--- config.mk ---
export PLATFORM = sky130hd
export DESIGN_NAME = aes32dsi_round_seq
export DESIGN_NICKNAME = d
export VERILOG_FILES = /design/src/rtl/aes32dsi_round_seq_pkg.sv /design/src/rtl/aes32ds_step.sv /design/src/rtl/aes32dsi_round_seq.sv
export SDC_FILE = /design/constraint.sdc
export NUM_CORES = 1
export LEC_CHECK = 0
export ABC_AREA = 1
export BUFFER_PORTS_ARGS = -buffer_cell sky130_fd_sc_hd__buf_2
export CORE_MARGIN = 2
export CORE_UTILIZATION = 34
export CTS_CLUSTER_DIAMETER = 60
export DETAILED_ROUTE_END_ITERATION = 10
export GPL_TIMING_DRIVEN = 0
export SYNTH_ARGS = -nofsm -noshare
export SYNTH_HDL_FRONTEND = slang
export SYNTH_SLANG_ARGS = --single-unit
--- constraint.sdc ---
create_clock -name clk -period 7.15 [get_ports clk]
set_input_delay 0.715 -clock clk [delete_from_list [all_inputs] [get_ports clk]]
set_output_delay 0.715 -clock clk [all_outputs]
set_load 0.01 [all_outputs]
--- src/rtl/aes32dsi_round_seq_pkg.sv ---
// Shared AES decrypt helpers: inverse S-box, GF(2^8) multiply, FSM states, index helpers.
// Pure functions and constants, no state; consumed by the step unit and the round sequencer.
package aes_pkg;

  localparam logic [8:0] POLY = 9'h11B;

  localparam logic [7:0] INV_SBOX [256] = '{
    8'h52, 8'h09, 8'h6a, 8'hd5, 8'h30, 8'h36, 8'ha5, 8'h38, 8'hbf, 8'h40, 8'ha3, 8'h9e, 8'h81, 8'hf3, 8'hd7, 8'hfb,
    8'h7c, 8'he3, 8'h39, 8'h82, 8'h9b, 8'h2f, 8'hff, 8'h87, 8'h34, 8'h8e, 8'h43, 8'h44, 8'hc4, 8'hde, 8'he9, 8'hcb,
    8'h54, 8'h7b, 8'h94, 8'h32, 8'ha6, 8'hc2, 8'h23, 8'h3d, 8'hee, 8'h4c, 8'h95, 8'h0b, 8'h42, 8'hfa, 8'hc3, 8'h4e,
    8'h08, 8'h2e, 8'ha1, 8'h66, 8'h28, 8'hd9, 8'h24, 8'hb2, 8'h76, 8'h5b, 8'ha2, 8'h49, 8'h6d, 8'h8b, 8'hd1, 8'h25,
    8'h72, 8'hf8, 8'hf6, 8'h64, 8'h86, 8'h68, 8'h98, 8'h16, 8'hd4, 8'ha4, 8'h5c, 8'hcc, 8'h5d, 8'h65, 8'hb6, 8'h92,
    8'h6c, 8'h70, 8'h48, 8'h50, 8'hfd, 8'hed, 8'hb9, 8'hda, 8'h5e, 8'h15, 8'h46, 8'h57, 8'ha7, 8'h8d, 8'h9d, 8'h84,
    8'h90, 8'hd8, 8'hab, 8'h00, 8'h8c, 8'hbc, 8'hd3, 8'h0a, 8'hf7, 8'he4, 8'h58, 8'h05, 8'hb8, 8'hb3, 8'h45, 8'h06,
    8'hd0, 8'h2c, 8'h1e, 8'h8f, 8'hca, 8'h3f, 8'h0f, 8'h02, 8'hc1, 8'haf, 8'hbd, 8'h03, 8'h01, 8'h13, 8'h8a, 8'h6b,
    8'h3a, 8'h91, 8'h11, 8'h41, 8'h4f, 8'h67, 8'hdc, 8'hea, 8'h97, 8'hf2, 8'hcf, 8'hce, 8'hf0, 8'hb4, 8'he6, 8'h73,
    8'h96, 8'hac, 8'h74, 8'h22, 8'he7, 8'had, 8'h35, 8'h85, 8'he2, 8'hf9, 8'h37, 8'he8, 8'h1c, 8'h75, 8'hdf, 8'h6e,
    8'h47, 8'hf1, 8'h1a, 8'h71, 8'h1d, 8'h29, 8'hc5, 8'h89, 8'h6f, 8'hb7, 8'h62, 8'h0e, 8'haa, 8'h18, 8'hbe, 8'h1b,
    8'hfc, 8'h56, 8'h3e, 8'h4b, 8'hc6, 8'hd2, 8'h79, 8'h20, 8'h9a, 8'hdb, 8'hc0, 8'hfe, 8'h78, 8'hcd, 8'h5a, 8'hf4,
    8'h1f, 8'hdd, 8'ha8, 8'h33, 8'h88, 8'h07, 8'hc7, 8'h31, 8'hb1, 8'h12, 8'h10, 8'h59, 8'h27, 8'h80, 8'hec, 8'h5f,
    8'h60, 8'h51, 8'h7f, 8'ha9, 8'h19, 8'hb5, 8'h4a, 8'h0d, 8'h2d, 8'he5, 8'h7a, 8'h9f, 8'h93, 8'hc9, 8'h9c, 8'hef,
    8'ha0, 8'he0, 8'h3b, 8'h4d, 8'hae, 8'h2a, 8'hf5, 8'hb0, 8'hc8, 8'heb, 8'hbb, 8'h3c, 8'h83, 8'h53, 8'h99, 8'h61,
    8'h17, 8'h2b, 8'h04, 8'h7e, 8'hba, 8'h77, 8'hd6, 8'h26, 8'he1, 8'h69, 8'h14, 8'h63, 8'h55, 8'h21, 8'h0c, 8'h7d
  };

  typedef enum logic [1:0] {ST_IDLE, ST_RUN, ST_DONE} state_e;

  function automatic logic [7:0] inv_sbox(input logic [7:0] x);
    return INV_SBOX[x];
  endfunction

  function automatic logic [7:0] xtime(input logic [7:0] b);
    return {b[6:0], 1'b0} ^ (b[7] ? POLY[7:0] : 8'h00);
  endfunction

  // Only the low nibble of the coefficient matters: 0x09/0x0B/0x0D/0x0E.
  function automatic logic [7:0] gf_mul(input logic [7:0] b, input logic [3:0] c);
    logic [7:0] m2, m4, m8;
    m2 = xtime(b);
    m4 = xtime(m2);
    m8 = xtime(m4);
    return (c[0] ? b : 8'h00) ^ (c[1] ? m2 : 8'h00) ^ (c[2] ? m4 : 8'h00) ^ (c[3] ? m8 : 8'h00);
  endfunction

  function automatic logic [7:0] get_byte(input logic [31:0] w, input logic [1:0] idx);
    return w[8*idx +: 8];
  endfunction

  function automatic logic [31:0] get_word(input logic [127:0] s, input logic [1:0] idx);
    return s[32*idx +: 32];
  endfunction

  function automatic logic [31:0] rol32(input logic [31:0] w, input logic [1:0] bs);
    case (bs)
      2'd1:    return {w[23:0], w[31:24]};
      2'd2:    return {w[15:0], w[31:16]};
      2'd3:    return {w[7:0],  w[31:8]};
      default: return w;
    endcase
  endfunction

endpackage

--- src/rtl/aes32ds_step.sv ---
// One aes32dsi/aes32dsmi byte-step: acc_nxt = acc ^ rol(f(InvSbox(src.byte[bs])), 8*bs).
// Combinational, no latency; no flow control.
module aes32ds_step
  import aes_pkg::*;
(
  input  logic [31:0] acc,
  input  logic [31:0] src,
  input  logic [1:0]  bs,
  input  logic        mix,
  output logic [31:0] acc_nxt
);

  logic [7:0]  s;
  logic [31:0] w;

  always_comb begin
    s = inv_sbox(get_byte(src, bs));
    if (mix) w = {gf_mul(s, 4'hB), gf_mul(s, 4'hD), gf_mul(s, 4'h9), gf_mul(s, 4'hE)};
    else     w = {24'h0, s};
    acc_nxt = acc ^ rol32(w, bs);
  end

endmodule

--- src/rtl/aes32dsi_round_seq.sv ---
// Full-state AES inverse round built from LANES chained aes32ds steps per cycle.
// Latency 16/LANES+1 cycles accept-to-valid; one request in flight, result held until out_ready.
module aes32dsi_round_seq
  import aes_pkg::*;
#(
  parameter int LANES = 1
) (
  input  logic         clk,
  input  logic         rst,
  input  logic         in_valid,
  output logic         in_ready,
  input  logic [127:0] state_in,
  input  logic [127:0] rkey_in,
  input  logic         final_rnd,
  output logic         out_valid,
  input  logic         out_ready,
  output logic [127:0] state_out
);

  if (!(LANES == 1 || LANES == 2 || LANES == 4)) begin : g_bad_lanes
    $error("aes32dsi_round_seq: LANES must be 1, 2 or 4");
  end

  state_e             st_q, st_nxt;
  logic [3:0][31:0]   acc_q;
  logic [127:0]       state_q;
  logic               mix_q;
  logic [3:0]         step_q;
  logic               accept, run, last_grp;
  logic [1:0]         col;
  logic [31:0]        lane_acc [LANES+1];

  assign col       = step_q[3:2];
  assign last_grp  = (step_q == 4'(16 - LANES));
  assign state_out = acc_q;

  always_ff @(posedge clk) begin
    if (rst) st_q <= ST_IDLE;
    else     st_q <= st_nxt;
  end

  always_comb begin
    st_nxt    = st_q;
    in_ready  = 1'b0;
    out_valid = 1'b0;
    accept    = 1'b0;
    run       = 1'b0;
    case (st_q)
      ST_IDLE: begin
        in_ready = 1'b1;
        if (in_valid) begin
          accept = 1'b1;
          st_nxt = ST_RUN;
        end
      end
      ST_RUN: begin
        run = 1'b1;
        if (last_grp) st_nxt = ST_DONE;
      end
      ST_DONE: begin
        out_valid = 1'b1;
        if (out_ready) st_nxt = ST_IDLE;
      end
      default: st_nxt = ST_IDLE;
    endcase
  end

  // Each group stays inside one column; source word (col - bs) mod 4 realises InvShiftRows.
  assign lane_acc[0] = acc_q[col];

  for (genvar l = 0; l < LANES; l++) begin : g_lane
    logic [1:0] bs, src_idx;
    assign bs      = step_q[1:0] + 2'(l);
    assign src_idx = col - bs;
    aes32ds_step u_step (
      .acc     (lane_acc[l]),
      .src     (get_word(state_q, src_idx)),
      .bs      (bs),
      .mix     (mix_q),
      .acc_nxt (lane_acc[l+1])
    );
  end

  always_ff @(posedge clk) begin
    if (rst) begin
      acc_q   <= '0;
      state_q <= '0;
      mix_q   <= 1'b0;
      step_q  <= '0;
    end else if (accept) begin
      acc_q   <= rkey_in;
      state_q <= state_in;
      mix_q   <= ~final_rnd;
      step_q  <= '0;
    end else if (run) begin
      acc_q[col] <= lane_acc[LANES];
      step_q     <= step_q + 4'(LANES);
    end
  end

endmodule

==> qor.yml, run 1 <==
hold_path:
  holdPathEnd: "state_q[121]"
  hold_path.class: "in2reg"
  min_from: "state_in[121]"
  whs_path_depth: 3
global_routing:
  grtUsageTotal_pct: 32.5
  grt_pass1_vias: 22200
  grt_first_pass_wirelength_um: 139000
  antenna_found_initial: 0
  grt-ovfl-total: 0
  grt_max_degree: 16
timing:
  fmax_mhz: 149
  final-setup-viol-count: 0
  skew_ns: 0.0288
  rsz0062_at_grt: "no"
  worst_slew_pin_slew_ns: 1.26
  fin_crit_ns: 6.73
  finalCritPeriodShare_pct: 94.1
  tns_ns: 0
  maxSlewHeadroom_pct: 15.8
  hold_viol_final: 0
  final_max_slew_viol_count: 0
setup_path:
  required_ns: 7.55
  cpPeakStageDelay_ns: 0.62
  startpoint_type: "register"
  cpMostUsedCell: "nand3_1"
  crit_fanout: 10
  crit_type: "reg2reg"
  rr_worst_depth: 32
  slowest_stage: "o211ai_1"
  end_kind: "register"
  crit_family: "simple AND/OR/NAND/NOR gates"
  path_buf_inv: 7
  crit_cells: 32
  r2r_setup_slack_ns: 0.42
  r2r-start: "step_q[2]"
  cp.arrival_ns: 7.13
  r2r_end: "state_out[37]"
detailed_routing:
  antenna_left: 0
  drt_iter0_markers: 3031
  drcViolationCount: 0
  wl_per_cell_um: 22.8
  dr_total_vias: 23800
  wl_um: 95200
  dr.pass1.iters: 6
  vias_per_cell: 5.70
synth:
  yosysSeqAreaShare_pct: 28.4
  ys_warn_count: 0
  syn_area_per_cell_um2: 6.11
  syn_area_um2: 18500
  synth.net_count: 3317
  ys.flop_type: "dfxtp_1"
  synth_cell_types: 51
  ys_ff_latch: 263
  synth_edf_count: 0
  ys_async_sr_fraction_pct: 0
  syn_inst: 3032
clock_network:
  clk_latency_ns: 0.56
  clk_pin_slew_ns: 0.06
  clock_sinks: 263
  post-cts-setup-buffer-count: 0
  tritoncts: "done"
  cts_made_buffers: 34
  clock_tree.root_cell: "clkbuf_16"
  max-clock-path-buffers: 3
  htree_levels: 2
  holdBufCountCts: 0
final_layout:
  drive_gt1_share_pct: 18.3
  final_area_um2: 22500
  area_growth_pct: 21.4
  fillers: 6012
  layout.nets: 3742
  diodes: 0
floorplanning:
  rows: 85
  die_area_um2: 56400
  pin_count: 391
  die_y_um: 237
  dieWidth_um: 237
  start_util_pct: 34.4
  core_area_um2: 53800
power_and_ir_drop:
  ir_worst_vdd_mv: 0.178
  p_per_area_nw_per_um2: 340
  power_leakage_nw: 10.5
placed_design:
  finalWeightedCongestion: 1.05
  post_dp_cell_area_um2: 21300
  io_buffers: 389
  hpwl_um: 72400
status:
  status: "finished, final reports clean"
flow_run:
  max_cap_violations: 0
==> per-stage QoR <==
stage / power [mW] / setup slack, ns / std cells / hold WS (ns) / utilization [%]
floorplan: 4.38 / 2.74 / 3032 / 0.424 / -
global placement: 5.73 / 0.525 / 4117 / 0.445 / 39.7
detailed placement: 5.70 / 0.569 / 4117 / 0.444 / 39.7
global route: 8.02 / 0.101 / 4177 / 0.424 / 41.8
CTS: 7.45 / 0.546 / 4177 / 0.395 / 41.8
finish: 7.64 / 0.421 / 4177 / 0.407 / 41.8
==> power by group <==
| part | total, mW | switching (mW) | internal (mW) | leakage (nW) |
|---|---|---|---|---|
| sequential | 1.71 | 0.101 | 1.61 | 2.17 |
| clock | 1.76 | 0.720 | 1.04 | 0.561 |
| combinational | 4.16 | 2.99 | 1.17 | 7.74 |
| total | 7.64 | 3.81 | 3.83 | 10.5 |
==> cell type report <==
type | instances | area, um2 | area share (%)
clock inverter | 14 | 163 | 0.723
tap | 696 | 871 | 3.87
buffer | 200 | 1060 | 4.74
inverter | 279 | 1050 | 4.67
multi-input combinational | 2290 | 11100 | 49.6
clock buffer | 46 | 977 | 4.35
sequential | 263 | 5270 | 23.4
timing repair buffer | 389 | 1950 | 8.66
==> timing repair <==
item,4_1_cts,5_1_grt
resized for setup,0,3
setup endpoints to repair,0,7
hold endpoints to repair,0,0
==> logic make-up after synthesis <==
kind of cell / Yosys count / share of synthesized area [%]
AO/OA/AOI/OAI: 597 / 18.9
XOR/XNOR: 5 / 0.317
flip-flops: 263 / 28.4
adder cells (fa/ha/maj): 24 / 1.62
buffers and inverters: 479 / 11.4
AND/OR/NAND/NOR: 1664 / 39.3
==> worst min-delay path, delay by kind of cell <==
kind | cells | cell delay [ns]
and+or+nand+nor | 1 | 0.08
buffers and inverters | 1 | 0.07
AOI/OAI and AO/OA | 1 | 0.07
==> flip-flops by register name, summed over array words and instances, names as in the netlist <==
register and flops:
mix_q 1, st_q 2, state_out 128, state_q 128, step_q 4
==> routing by layer <==
layer	track usage (%)	wire (um)
met1	44.2	39400
met2	48.8	40200
met4	15.0	4780
met3	7.46	10900
met5	0	0
==> cells in the final DEF (no fill, tap or decap), drive strengths merged, types with 21 or more instances in the layout <==
cell type,synthesis,layout
a22o,31,31
dfxtp,263,263
a32o,21,21
nand2,683,683
a221oi,22,22
inv,274,276
o22ai,29,29
a21oi,197,197
buf,95,484
ha,24,24
nand3b,22,22
nor2,440,440
nand3,492,492
o21ai,241,241
clkbuf,105,151
==> how the worst max path moves through the flow <==
stage	start	end	slack [ns]
floorplan	step_q[2]	state_out[39]	2.74
global placement	step_q[2]	state_out[26]	0.52
detailed placement	step_q[2]	state_out[26]	0.57
CTS	step_q[2]	state_out[26]	0.55
global route	step_q[2]	state_out[26]	0.10
finish	step_q[2]	state_out[37]	0.42
==> cells in the mapped netlist, types with 3 or more instances <==
master,number,area (um2)
nand2_2,41,257
buf_1,6,22.5
o211ai_1,16,120
o21ai_2,4,35.0
dfxtp_1,263,5270
buf_6,23,259
clkbuf_1,105,394
a221oi_1,22,193
or2_2,4,25.0
o2111ai_1,6,52.6
a32o_1,21,210
ha_1,24,300
a22o_1,31,272
o311ai_1,4,35.0
inv_2,15,56.3
nand3b_1,21,158
o21a_1,9,67.6
a21oi_2,4,35.0
nor2_2,3,18.8
clkinv_1,5,18.8
o22ai_1,29,181
or2_1,4,25.0
o221ai_1,3,26.3
nand2_4,9,101
buf_4,15,113
inv_1,258,968
nand3_1,477,2390
o21ai_0,226,1130
o21ai_1,11,55.1
a31oi_1,13,81.3
a21oi_1,193,966
nand4_1,13,81.3
nand2_1,633,2380
buf_2,49,245
nand3_2,15,150
nor2_1,435,1630
(Power assumes the default switching activity.)
==> inputs of run 2 (changes only) <==
- GPL_ROUTABILITY_DRIVEN: default -> 0
- PLACE_DENSITY: default -> 0.51
==> run 2 against run 1 <==
Compared with the run above: critical path type unchanged; maximum frequency rose by 2.4%; total power fell by 0.42%; count of clock-buffer cells in the layout did not move; core utilization barely moved; via count rose by 0.33%; final cell count barely moved.
==> qor.yml, run 2 (synthesis results as in run 1) <==
status:
  status: "finished, final reports clean"  # unchanged
placed_design:
  hpwl_um: 73100  # was 72,400 um
  pre_cts_ws_ns: 0.711  # was 0.569 ns
  io_buffers: 389  # unchanged
final_layout:
  mostFrequentLayoutCells: "633 x nand2_1, 477 x nand3_1, 438 x buf_2, 435 x nor2_1, 263 x dfxtp_1"  # unchanged
  final_common_cell: "nand2_1"  # unchanged
  area_growth_pct: 21.5  # was 21.4%
  drive_gt1_share_pct: 18.4  # was 18.3%
  layout.nets: 3743  # was 3,742
global_routing:
  grt-ovfl-total: 0  # unchanged
  grt_pass1_vias: 22600  # was 22.2k
  grtUsageTotal_pct: 32.2  # was 32.5%
  grt_first_pass_wirelength_um: 138000  # was 139,000 um
  antenna_found_initial: 2  # was 0
  grt_max_degree: 16  # unchanged
detailed_routing:
  vias_per_cell: 5.72  # was 5.70
  wl_per_cell_um: 22.6  # was 22.8 um
  antenna_left: 0  # unchanged
  dr.pass1.iters: 6  # unchanged
  wl_met1_um: 39500  # was 39,400 um
  dr_total_vias: 23900  # was 23.8k
  wl_um: 94200  # was 95,200 um
  drcViolationCount: 0  # unchanged
  dr_wl_met3_um: 10800  # was 10,900 um
  drt_iter0_markers: 3187  # was 3,031
  dr.max_layer_used: "met5"  # was met4
  wl_met2_um: 40200  # about the same
setup_path:
  end_kind: "register"  # unchanged
  required_ns: 7.55  # about the same
  cpMostUsedCell: "nand3_1"  # unchanged
  crit_type: "reg2reg"  # unchanged
  cpPeakStageDelay_ns: 0.48  # was 0.62 ns
  startpoint_type: "register"  # unchanged
  cp.arrival_ns: 6.97  # was 7.13 ns
  slowest_stage: "nand2_1"  # was o211ai_1
  crit_fanout: 10  # unchanged
power_and_ir_drop:
  sw_frac_of_total_pct: 49.8  # was 49.9%
  power_switching_mw: 3.78  # was 3.81 mW
  pwr-share-seq_pct: 22.5  # was 22.4%
  power_frac_comb_pct: 54.1  # was 54.5%
  internal-power_mw: 3.82  # was 3.83 mW
  power_leakage_nw: 10.5  # about the same
  ir_worst_vdd_mv: 0.169  # was 0.178 mV
  p_per_area_nw_per_um2: 338  # was 340 nW/um2
  power_frac_clock_pct: 23.4  # was 23.1%
timing:
  fin_crit_ns: 6.57  # was 6.73 ns
  worst_slack_ns: 0.579  # was 0.421 ns
  tns_ns: 0  # unchanged
  worst_slew_pin_slew_ns: 1.24  # was 1.26 ns
  hold_viol_final: 0  # unchanged
  fmax_mhz: 152  # was 149 MHz
  final-setup-viol-count: 0  # unchanged
  maxSlewHeadroom_pct: 16.8  # was 15.8%
  finalCritPeriodShare_pct: 91.9  # was 94.1%
  final_max_slew_viol_count: 0  # unchanged
  skew_ns: 0.0359  # was 0.0288 ns
  rsz0062_at_grt: "no"  # unchanged
clock_network:
  post-cts-setup-buffer-count: 0  # unchanged
  clk_latency_ns: 0.56  # about the same
  clk_pin_slew_ns: 0.06  # about the same
  clock_sinks: 263  # unchanged
  tritoncts: "done"  # unchanged
  cts_made_buffers: 35  # was 34
  htree_levels: 2  # unchanged
  clock_tree.root_cell: "clkbuf_16"  # unchanged
  max-clock-path-buffers: 3  # unchanged
floorplanning:
  dieWidth_um: 237  # unchanged
  die_y_um: 237  # unchanged
  core_area_um2: 53800  # unchanged
  die_area_um2: 56400  # unchanged
  pin_count: 391  # unchanged
  start_util_pct: 34.4  # unchanged
  rows: 85  # unchanged
flow_run:
  max_cap_violations: 0  # unchanged
hold_path:
  hold_path.class: "in2reg"  # unchanged
run 2: changes by cell type in the layout (fill, tap and decap cells not counted):
cell / delta
clkinvlp_4: +1
clkinv_4: -2
inv_6: +2
clkbuf_8: +3
clkbuf_2: -1
clkinv_16: +1
bufinv_16: -1
diode_2: +1
inv_8: -1
clkinv_8: -1
clkinv_2: +1
clkbuf_1: -2
run 2: worst max-delay path: cells and delay by family, from the launching register on:
kind / cells / cell delay, ns
DFF: 1 / 0.31
buffers and inverters: 6 / 1.32
adders and majority gates: 2 / 0.82
AOI/OAI and AO/OA: 2 / 0.35
and+or+nand+nor: 23 / 3.61
run 2: final timing paths:
kind / start / end / slack (ns) / cells after the start
worst max-delay path: step_q[2] / state_out[37] / 0.58 / 33
worst min-delay path: state_in[127] / state_q[127] / 0.41 / 3
worst max register to register: step_q[2] / state_out[37] / 0.58 / 33
worst min register to register: state_q[30] / state_q[30] / 0.46 / 2
run 2: power groups by stage:
stage / clock network [mW] / registers (mW) / logic (mW)
global route: 1.85 / 1.72 / 4.45
detailed placement: 0 / 1.74 / 3.92
global placement: 0 / 1.74 / 3.92
floorplan: 0 / 1.74 / 2.64
finish: 1.78 / 1.71 / 4.12
CTS: 1.80 / 1.71 / 3.94
run 2: stage by stage:
step                power (mW)  hold slack (ns)  std cells  instance area [um2]  utilization, %
floorplan                 4.38            0.424       3032                18500               -
global placement          5.65            0.451       4117                21300            39.7
detailed placement        5.66            0.452       4117                21300            39.7
CTS                       7.44            0.381       4177                22500            41.8
global route              8.02            0.421       4177                22500            41.8
finish                    7.61            0.407       4178                22500            41.8
run 2: area by class of cell:
class | instances | area (um2)
inverter | 279 | 1050
timing repair buffer | 389 | 1950
clock buffer | 46 | 1010
buffer | 200 | 1060
clock inverter | 14 | 148
fill | 6019 | 31300
tap | 696 | 871
multi-input combinational | 2290 | 11100
sequential | 263 | 5270
antenna | 1 | 2.50
run 2: per-layer routing:
layer | vias to the layer above | global-route usage [%]
met5 | - | 0
met3 | 311 | 8.05
met4 | 4 | 11.7
li1 | 10900 | -
met1 | 11100 | 43.6
met2 | 1509 | 49.3
run 2: timing repair:
action | 4_1_cts | 5_1_grt
hold buffers | 0 | 0
setup endpoints to repair | 0 | 1
endpoints found under the hold margin | 0 | 0
resized for setup | 0 | 1
